File: config.mk
export PLATFORM = sky130hd
export DESIGN_NAME = pc_run_monitor
export DESIGN_NICKNAME = d
export VERILOG_FILES = /design/src/rtl/pc_run_monitor_pkg.sv /design/src/rtl/sat_counter.sv /design/src/rtl/pc_run_monitor.sv
export SDC_FILE = /design/constraint.sdc
export NUM_CORES = 1
export LEC_CHECK = 0
export CAP_MARGIN = 20
export CORE_MARGIN = 4
export CORE_UTILIZATION = 60
export DETAILED_ROUTE_END_ITERATION = 10
export DONT_BUFFER_PORTS = 1
export GPL_ROUTABILITY_DRIVEN = 0
export PLACE_DENSITY = 0.83
export SYNTH_ARGS = -nofsm -noshare
export SYNTH_HDL_FRONTEND = slang
export SYNTH_SLANG_ARGS = --single-unit
export TNS_END_PERCENT = 20
File: constraint.sdc
create_clock -name clk_in -period 3.7 [get_ports clk_in]
set_input_delay 0 -clock clk_in [delete_from_list [all_inputs] [get_ports clk_in]]
set_output_delay 0 -clock clk_in [all_outputs]
set_load 0.01 [all_outputs]
File: src/rtl/pc_run_monitor_pkg.sv
// Shared types and helpers for the processor run monitor.
package pc_run_monitor_pkg;

    localparam int unsigned DATA_W      = 32;
    localparam int unsigned STALL_CNT_W = 16;

    typedef enum logic [1:0] {
        IDLE    = 2'd0,
        RUN     = 2'd1,
        STALLED = 2'd2,
        HALTED  = 2'd3
    } mon_state_t;

    typedef enum logic [1:0] {
        SEL_PC      = 2'd0,
        SEL_RETIRED = 2'd1,
        SEL_CYCLES  = 2'd2,
        SEL_STATUS  = 2'd3
    } disp_sel_t;

    // Padding between the state nibble and the stall count in the status word.
    localparam logic [11:0] STATUS_ZERO = 12'h000;

    function automatic logic [DATA_W-1:0] status_word(input mon_state_t st,
                                                       input logic [STALL_CNT_W-1:0] stalls);
        return {2'b00, st, STATUS_ZERO, stalls};
    endfunction

    function automatic logic [DATA_W-1:0] sat_inc(input logic [DATA_W-1:0] x);
        return (x == {DATA_W{1'b1}}) ? x : x + DATA_W'(1);
    endfunction

endpackage

File: src/rtl/sat_counter.sv
// Saturating up-counter with synchronous clear (clear wins over increment).
module sat_counter #(
    parameter int unsigned     WIDTH = 32,
    parameter logic [WIDTH-1:0] MAX  = {WIDTH{1'b1}}
) (
    input  logic             clk,
    input  logic             rst_n,
    input  logic             clr,
    input  logic             inc,
    output logic [WIDTH-1:0] count
);

    logic [WIDTH-1:0] count_q;
    logic [WIDTH-1:0] count_d;

    always_comb begin
        count_d = count_q;
        if (clr) begin
            count_d = '0;
        end else if (inc && (count_q != MAX)) begin
            count_d = count_q + WIDTH'(1);
        end
    end

    always_ff @(posedge clk or negedge rst_n) begin
        if (!rst_n) begin
            count_q <= '0;
        end else begin
            count_q <= count_d;
        end
    end

    assign count = count_q;

endmodule

File: src/rtl/pc_run_monitor.sv
// Watches the processor retire stream, detects the halt PC, keeps run statistics
// and drives a refresh-throttled value to the seven-segment controller.
module pc_run_monitor
    import pc_run_monitor_pkg::*;
#(
    parameter int unsigned REFRESH_CYCLES = 1_000_000,
    parameter int unsigned STALL_CYCLES   = 4096
) (
    input  logic              clk_in,
    input  logic              rst_n_in,
    input  logic [DATA_W-1:0] pc_in,
    input  logic              instruction_done_in,
    input  logic [DATA_W-1:0] ending_pc_in,
    input  logic [1:0]        sel_in,
    output logic [DATA_W-1:0] val_out,
    output logic              halted_out,
    output logic              stalled_out,
    output logic [DATA_W-1:0] retired_out,
    output logic [DATA_W-1:0] cycles_out
);

    localparam int unsigned REF_W = (REFRESH_CYCLES > 1) ? $clog2(REFRESH_CYCLES) : 1;
    localparam int unsigned GAP_W = $clog2(STALL_CYCLES);
    localparam logic [REF_W-1:0] REF_LAST = REF_W'(REFRESH_CYCLES - 1);
    localparam logic [GAP_W-1:0] GAP_LAST = GAP_W'(STALL_CYCLES - 1);

    mon_state_t              state_q, state_d;
    logic [DATA_W-1:0]       last_pc_q, last_pc_d;
    logic [REF_W-1:0]        refresh_q, refresh_d;
    logic [DATA_W-1:0]       val_q, val_d;
    logic                    halted_q, halted_d;
    logic                    stalled_q, stalled_d;

    logic                    active;
    logic                    retire;
    logic                    halt_hit;
    logic                    gap_hit;
    logic                    halt_entry;
    logic                    stall_entry;
    logic                    tick;
    logic [GAP_W-1:0]        gap_cnt;
    logic [STALL_CNT_W-1:0]  stall_cnt;

    mon_state_t              src_state;
    logic [DATA_W-1:0]       src_pc;
    logic [DATA_W-1:0]       src_retired;
    logic [DATA_W-1:0]       src_cycles;

    assign active   = (state_q != HALTED);
    assign retire   = instruction_done_in && active;
    assign halt_hit = retire && (pc_in == ending_pc_in);
    assign gap_hit  = !instruction_done_in && (gap_cnt == GAP_LAST);
    assign tick     = (refresh_q == REF_LAST);

    sat_counter #(.WIDTH(DATA_W)) u_cycles (
        .clk(clk_in), .rst_n(rst_n_in), .clr(1'b0), .inc(active), .count(cycles_out)
    );

    sat_counter #(.WIDTH(DATA_W)) u_retired (
        .clk(clk_in), .rst_n(rst_n_in), .clr(1'b0), .inc(retire), .count(retired_out)
    );

    sat_counter #(.WIDTH(GAP_W), .MAX(GAP_LAST)) u_gap (
        .clk(clk_in), .rst_n(rst_n_in), .clr(retire), .inc(active), .count(gap_cnt)
    );

    sat_counter #(.WIDTH(STALL_CNT_W)) u_stalls (
        .clk(clk_in), .rst_n(rst_n_in), .clr(1'b0), .inc(stall_entry), .count(stall_cnt)
    );

    // Run-state FSM; a retire always takes priority over the gap limit.
    always_comb begin
        state_d = state_q;
        unique case (state_q)
            IDLE: begin
                if (halt_hit) begin
                    state_d = HALTED;
                end else if (retire) begin
                    state_d = RUN;
                end else if (gap_hit) begin
                    state_d = STALLED;
                end
            end
            RUN: begin
                if (halt_hit) begin
                    state_d = HALTED;
                end else if (gap_hit) begin
                    state_d = STALLED;
                end
            end
            STALLED: begin
                if (halt_hit) begin
                    state_d = HALTED;
                end else if (retire) begin
                    state_d = RUN;
                end
            end
            HALTED: state_d = HALTED;
        endcase
    end

    assign halt_entry  = (state_d == HALTED) && (state_q != HALTED);
    assign stall_entry = (state_d == STALLED) && (state_q != STALLED);

    // Display sources: on halt entry show the values the counters take at this edge.
    always_comb begin
        src_state   = state_q;
        src_pc      = last_pc_q;
        src_retired = retired_out;
        src_cycles  = cycles_out;
        if (halt_entry) begin
            src_state   = HALTED;
            src_pc      = pc_in;
            src_retired = sat_inc(retired_out);
            src_cycles  = sat_inc(cycles_out);
        end
    end

    always_comb begin
        last_pc_d = retire ? pc_in : last_pc_q;
        halted_d  = (state_d == HALTED);
        stalled_d = (state_d == STALLED);
        refresh_d = (tick || halt_entry) ? '0 : refresh_q + REF_W'(1);
        val_d     = val_q;
        if (tick || halt_entry) begin
            unique case (disp_sel_t'(sel_in))
                SEL_PC:      val_d = src_pc;
                SEL_RETIRED: val_d = src_retired;
                SEL_CYCLES:  val_d = src_cycles;
                SEL_STATUS:  val_d = status_word(src_state, stall_cnt);
            endcase
        end
    end

    always_ff @(posedge clk_in or negedge rst_n_in) begin
        if (!rst_n_in) begin
            state_q   <= IDLE;
            last_pc_q <= '0;
            refresh_q <= '0;
            val_q     <= '0;
            halted_q  <= 1'b0;
            stalled_q <= 1'b0;
        end else begin
            state_q   <= state_d;
            last_pc_q <= last_pc_d;
            refresh_q <= refresh_d;
            val_q     <= val_d;
            halted_q  <= halted_d;
            stalled_q <= stalled_d;
        end
    end

    assign val_out     = val_q;
    assign halted_out  = halted_q;
    assign stalled_out = stalled_q;

endmodule
---- After elaboration in Yosys (flattened, before gate mapping) ----
Cells that the tools add are included.
storage, ports and cells
  input bits .............................. 69
  bits in registers ....................... 180
cells by class
  add/sub/neg operators ................... 5
  eq/ne operators ......................... 19
  reductions and logical operators ........ 14
  mux-type cells .......................... 17
operators with widths
  kind                                                                   count
  32-bit 2-to-1 mux                                                      5
  32-bit one-hot mux with 4 select lines                                 1
  32-bit by 1-bit adder with 32-bit output, second input constant        2
  32-bit equality test, second input constant                            2
  32-bit inequality test, second input constant                          2
  32-bit equality test                                                   1
  12-bit 2-to-1 mux                                                      2
  20-bit by 1-bit adder with 20-bit output, second input constant        1
  20-bit equality test, second input constant                            1
  20-bit 2-to-1 mux                                                      1
  16-bit by 1-bit adder with 16-bit output, second input constant        1
  16-bit inequality test, second input constant                          1
  2-bit 2-to-1 mux                                                       7
  12-bit by 1-bit adder with 12-bit output, second input constant        1
  12-bit equality test, second input constant                            1
  2-bit equality test, second input constant                             6
  12-bit inequality test, second input constant                          1
  1-bit logical AND                                                      9
  2-bit one-hot mux with 4 select lines                                  1
  2-bit by 1-bit equality test with 1-bit output, second input constant  2
  2-bit zero test                                                        2
  2-bit inequality test, second input constant                           2
  2-bit nonzero test                                                     1
  1-bit zero test                                                        1
  1-bit logical OR                                                       1

---- Logic depth before layout (Yosys ltp) ----
  depth in word-level cells ............... 10
  mapped depth ............................ 11

---- Modules after synthesis ----
From an unflattened synthesis, not the netlist that was laid out.
unflattened totals
  cells, all modules ...................... 1354
  area total of the unflattened synthesis .. 11802.6 um^2
by module, submodules not included
  module                      instances  area an instance (um^2)  cells an instance
  pc_run_monitor              1          6437.4                   790
  sat_counter (u_cycles ...)  2          1854.3                   198
  sat_counter (u_stalls)      1          942.2                    98
  sat_counter (u_gap)         1          714.4                    70

---- Worst setup path before layout ----
No wires, ideal clock.
  path type ............................... reg-to-reg
  from .................................... reg u_cycles.count_q[0], in the netlist u_cycles.count[0]
  to ...................................... reg val_q[22], in the netlist val_out[22]
  slack ................................... 1.084 ns
  setup time .............................. 0.133 ns
  clock period less this slack ............ 2.616 ns
  data arrival time ....................... 2.482 ns
  stages on the path, launching flop included .. 12
  data required time ...................... 3.567 ns
  path buffers ............................ 3
  cell sequence ........................... dfrtp_1 -> ha_1 -> nand4_1 -> or4_1 -> buf_2 -> or3_1 -> buf_6 -> nand3_2 -> buf_6 -> nor4_1 -> nor3_2 -> o211ai_2
between the ends
  longest elaborated chain between the ends .. 4
  elaborated cells on any way between the ends .. 5
RTL lines
  element                                                                           RTL line                  source
  start: declaration                                                                sat_counter.sv:13         logic [WIDTH-1:0] count_q;
  start signal: assignment                                                          sat_counter.sv:29         count_q <= count_d;
  32-bit by 1-bit adder with 32-bit output or 32-bit equality test (tied branches)  pc_run_monitor_pkg.sv:30  return (x == {DATA_W{1'b1}}) ? x : x + DATA_W'(1);
  32-bit 2-to-1 mux *                                                               pc_run_monitor_pkg.sv:30
  32-bit 2-to-1 mux *                                                               pc_run_monitor.sv:111     if (halt_entry) begin
  32-bit one-hot mux with 4 select lines *                                          pc_run_monitor.sv:126     unique case (disp_sel_t'(sel_in))
  end signal: assignment                                                            pc_run_monitor.sv:147     val_q <= val_d;
  end: declaration                                                                  pc_run_monitor.sv:30      logic [DATA_W-1:0] val_q, val_d;
Mark *: on every way between the ends. The rest lies on a longest branch, timed or not.
A chain may end at the register's enable or synchronous reset.

---- Final worst setup path ----
  from .................................... reg u_retired.count_q[1], in the netlist u_retired.count[1]
  to ...................................... reg val_q[25], in the netlist val_out[25]
between the ends
  longest elaborated chain between the ends .. 4
  elaborated cells on any way between the ends .. 5
RTL lines
  element                                                                           RTL line
  start: declaration                                                                sat_counter.sv:13
  start signal: assignment                                                          sat_counter.sv:29
  32-bit by 1-bit adder with 32-bit output or 32-bit equality test (tied branches)  pc_run_monitor_pkg.sv:30
  32-bit 2-to-1 mux *                                                               pc_run_monitor_pkg.sv:30
  32-bit 2-to-1 mux *                                                               pc_run_monitor.sv:111
  32-bit one-hot mux with 4 select lines *                                          pc_run_monitor.sv:126
Marked as above.

==> summary.md <==
| Metric | Value |
|---|---|
| Number of buffers created by CTS | `17` |
| Count of filler cells inserted in the layout | `1,339` |
| Insertion delay to the later sink of the worst-skew pair | `0.44 ns` |
| Final max-slew violation count | `0` |
| Endpoint kind of the worst setup timing path | `flip-flop` |
| Most common library cell in the layout ignoring fill and taps | `sky130_fd_sc_hd__nand2_1` |
| Largest net degree at the start of global routing | `181` |
| CTS H-Tree Depth | `4` |
| Avg Cell Area, Syn | `8.66 µm²` |
| CTS tree | `yes` |
| Max frequency | `284 MHz` |
| Wire length of the first global-routing pass | `53.7 mm` |
| Worst slack after detailed placement | `0.421 ns` |
| Routed via count divided by cell count | `6.82` |
| Max Root-Sink Buffers | `2` |
| Count of pins on the block boundary | `167` |
| Unrepaired setup endpoints after global routing | `no` |
| Max-slew headroom | `21.2%` |
| Number of failing hold endpoints at the final stage | `180` |
| FF+latch count, synth | `180` |
| Overall die height | `141 µm` |
| Part of the Yosys area used for sequential elements | `42.5%` |
| Via count | `10,100` |
| Residual antenna-violating net count after detailed routing | `0` |
| Number of sinks handled by clock tree synthesis | `180` |
| Via count of the first global-routing pass | `9,695` |
| Total area of multi-input combinational cells | `5700 µm²` |
| Post-DP HPWL | `23.8 mm` |
| DRT Wirelength | `34.3 mm` |
| Final worst path period share | `95.2%` |
| Hold Buf Count CTS | `36` |
| Post-cts resize count | `0` |
| Buffers on Ports | `0` |
| Layout Area Growth over Synthesis | `11.3%` |
| Power per cell area | `378 nW/µm²` |
| Met3 routed wirelength | `4.46 mm` |
| Number of library cell types mapped by synthesis | `73` |
| Maximum clock skew at final layout | `0.0126 ns` |
| Kind of critical path | `reg2reg` |
| Async SR Flop Fraction | `100%` |
| Result of the run | `complete, but fails checks` |
| Number of antenna violations at the first check in global routing | `1` |
| Number of endpoints failing setup at the final stage | `0` |
| First-pass DRT Iterations | `8` |
| Met2 WL | `15.4 mm` |
| Transition time at the pin with the least slew margin | `1.18 ns` |
| Total negative slack for setup checks | `0 ns` |
| Standard cell core area | `17,300 µm²` |
| Highest routing layer actually used | `met4` |
| Layout cell share with drive strength beyond 1 | `7.36%` |
| Startpoint class of the critical path | `flip-flop` |
| Starting density of the core | `61.2%` |
| Grt ovf | `0` |
| Count of placed standard cells including taps | `1,406` |
| Synth Instances | `1,223` |
| Die width | `141 µm` |
| Data required time of the worst path | `4.01 ns` |
| Biggest area consumer among synthesized cells | `sky130_fd_sc_hd__dfrtp_1` |
| Shortest period the worst path allows | `3.52 ns` |
| Net count of the finished layout | `1,312` |
| Type of the worst min-delay path | `in2async` |
| Area of the mapped netlist | `10,600 µm²` |
| Worst-case setup margin in the final layout | `0.177 ns` |
| Root buffer selected by CTS | `sky130_fd_sc_hd__clkbuf_16` |
| Post-route DRC | `0` |
| Clock-pin slew of the registers on the worst-case setup and hold paths | `0.07 ns` |
| Total leakage power | `0.00508 µW` |
| Initial DRC count | `1,456` |
| Violated checks | `hold timing` |
| Rows | `48` |
| Ys flop type | `sky130_fd_sc_hd__dfrtp_1` |
| Global-route usage over all layers | `34.3%` |
| Largest cells by area after synthesis | `sky130_fd_sc_hd__dfrtp_1 43%, sky130_fd_sc_hd__xnor2_1 6.9%, sky130_fd_sc_hd__nand2_1 6.5%, sky130_fd_sc_hd__nor2_1 5.1%, sky130_fd_sc_hd__xor2_1 4.4%` |
| Final std cells w/o fill | `1,476` |
| Maxcap violations | `0` |
| Leading cell types in the layout, fill and taps excluded | `183 x sky130_fd_sc_hd__nand2_1, 180 x sky130_fd_sc_hd__dfrtp_1, 143 x sky130_fd_sc_hd__nor2_1` |
| Die outline area | `19,800 µm²` |
| Data arrival, critical path | `3.83 ns` |
| Post-Synthesis Net Count | `1,297` |
| Met1 layer wirelength in the final routing | `12.8 mm` |
| Maximum ir drop on the vdd rail | `341 µV` |
| Area taken by flip-flops and latches | `4500 µm²` |
| Final-layout worst hold slack | `-0.739 ns` |
| EDFF count, synth | `0` |
| Number of warnings issued by yosys | `0` |
| Share of Yosys cell area claimed by the top area cell type | `42.5%` |
| Largest fanout of any net on the critical path | `9` |
| Routed wire per std cell | `23.2 µm` |
-- logic make-up (layout without fill, tap and decap cells) --
logic type | after synthesis | in the layout | synth area share (%)
xor gates and xnor gates | 136 | 136 | 11.2
other | 0 | 1 | 0
muxes | 6 | 6 | 0.614
DFF | 180 | 180 | 42.5
adders and majority gates | 5 | 5 | 0.591
buffers and inverters | 93 | 120 | 3.86
and+or+nand+nor | 574 | 574 | 26.7
AOI/OAI and AO/OA | 229 | 229 | 14.5
-- worst max-delay path, stage by stage (launching register included) --
cell	delay (ns)
sky130_fd_sc_hd__dfrtp_1	0.48
sky130_fd_sc_hd__ha_1	0.28
sky130_fd_sc_hd__nand4_1	0.38
sky130_fd_sc_hd__or4_1	0.69
sky130_fd_sc_hd__o2111ai_1	0.41
sky130_fd_sc_hd__nor3_1	0.13
sky130_fd_sc_hd__xor2_1	0.17
sky130_fd_sc_hd__a22oi_1	0.16
sky130_fd_sc_hd__o31ai_1	0.10
sky130_fd_sc_hd__dlygate4sd3_1	0.58
-- repair_timing --
item | 4_1_cts | 5_1_grt
setup endpoints to repair | 0 | 1
buffers inserted | 0 | 2
endpoints found under the hold margin | 247 | 180
-- cells in the mapped netlist, types with 5 or more instances --
master                       n
sky130_fd_sc_hd__nor2_1    143
sky130_fd_sc_hd__a221oi_1   17
sky130_fd_sc_hd__clkbuf_1   43
sky130_fd_sc_hd__nand2_1   183
sky130_fd_sc_hd__and4_1     20
sky130_fd_sc_hd__buf_1       5
sky130_fd_sc_hd__a21oi_1    55
sky130_fd_sc_hd__or4_1       7
sky130_fd_sc_hd__o21ai_1     8
sky130_fd_sc_hd__o21a_1      9
sky130_fd_sc_hd__dfrtp_1   180
sky130_fd_sc_hd__buf_2      18
sky130_fd_sc_hd__o31a_1     18
sky130_fd_sc_hd__a41oi_1     9
sky130_fd_sc_hd__nand4_1    36
sky130_fd_sc_hd__nand3_1    47
sky130_fd_sc_hd__a31oi_1    37
sky130_fd_sc_hd__or3_1       6
sky130_fd_sc_hd__nor4_1     31
sky130_fd_sc_hd__xor2_1     53
sky130_fd_sc_hd__xnor2_1    83
sky130_fd_sc_hd__and2_1      9
sky130_fd_sc_hd__o21ai_0    32
sky130_fd_sc_hd__o31ai_1     8
sky130_fd_sc_hd__inv_1      21
sky130_fd_sc_hd__and3_1     29
sky130_fd_sc_hd__nor3_1     33
sky130_fd_sc_hd__ha_1        5
-- routing by layer --
layer	vias up	global-route usage (%)
li1	4398	-
met5	-	0
met4	0	14.7
met3	122	10.3
met1	4849	44.6
met2	702	53.5
-- area by class of cell --
type,instances,share of cell area (%)
Timing Repair Buffer,68,5.20
Antenna cell,1,0.0212
Clock inverter,11,1.30
Sequential cell,180,38.2
Multi-Input combinational cell,950,48.3
Tap cell,225,2.39
Clock buffer,20,3.88
Inverter,21,0.669
-- state kept, by name (all words and copies together), names as in the netlist, 2 cells and up --
| signal | cells |
|---|---|
| last_pc_q | 32 |
| refresh_q | 20 |
| state_q | 2 |
| u_cycles.count | 32 |
| u_gap.count | 12 |
| u_retired.count | 32 |
| u_stalls.count | 16 |
| val_out | 32 |
-- stage by stage --
| stage | instance area, µm² | util (%) | total power, µW |
|---|---|---|---|
| 2_1_floorplan | 10600 | - | 2430 |
| 3_3_place_gp | 10800 | 62.4 | 2520 |
| 3_5_place_dp | 10800 | 62.4 | 2530 |
| 4_1_cts | 11800 | 68.0 | 4440 |
| 5_1_grt | 11800 | 68.1 | 4570 |
| 6_report | 11800 | 68.1 | 4460 |
-- power by group --
part           internal (µW)  leakage, µW  switching, µW
combinational            164      0.00242            221
clock                   1100     0.000277            808
sequential              2040      0.00238            121
-- worst paths after layout --
| path | startpoint | end | slack [ns] | cells after the start |
|---|---|---|---|---|
| max | u_retired.count[1]$_DFFE_PN0P_ | val_out[25]$_DFFE_PN0N_ | 0.18 | 9 |
| min | rst_n_in | u_retired.count[23]$_DFFE_PN0P_ | -0.74 | 0 |
| max reg2reg | u_retired.count[1]$_DFFE_PN0P_ | val_out[25]$_DFFE_PN0N_ | 0.18 | 9 |
| min reg2reg | last_pc_q[13]$_DFFE_PN0N_ | last_pc_q[13]$_DFFE_PN0N_ | 0.48 | 2 |
| max in group asynchronous | rst_n_in | u_retired.count[27]$_DFFE_PN0P_ | 4.18 | 0 |
| min in group clk_in | sel_in[1] | val_out[2]$_DFFE_PN0N_ | 0.01 | 3 |
(Power assumes the default switching activity.)
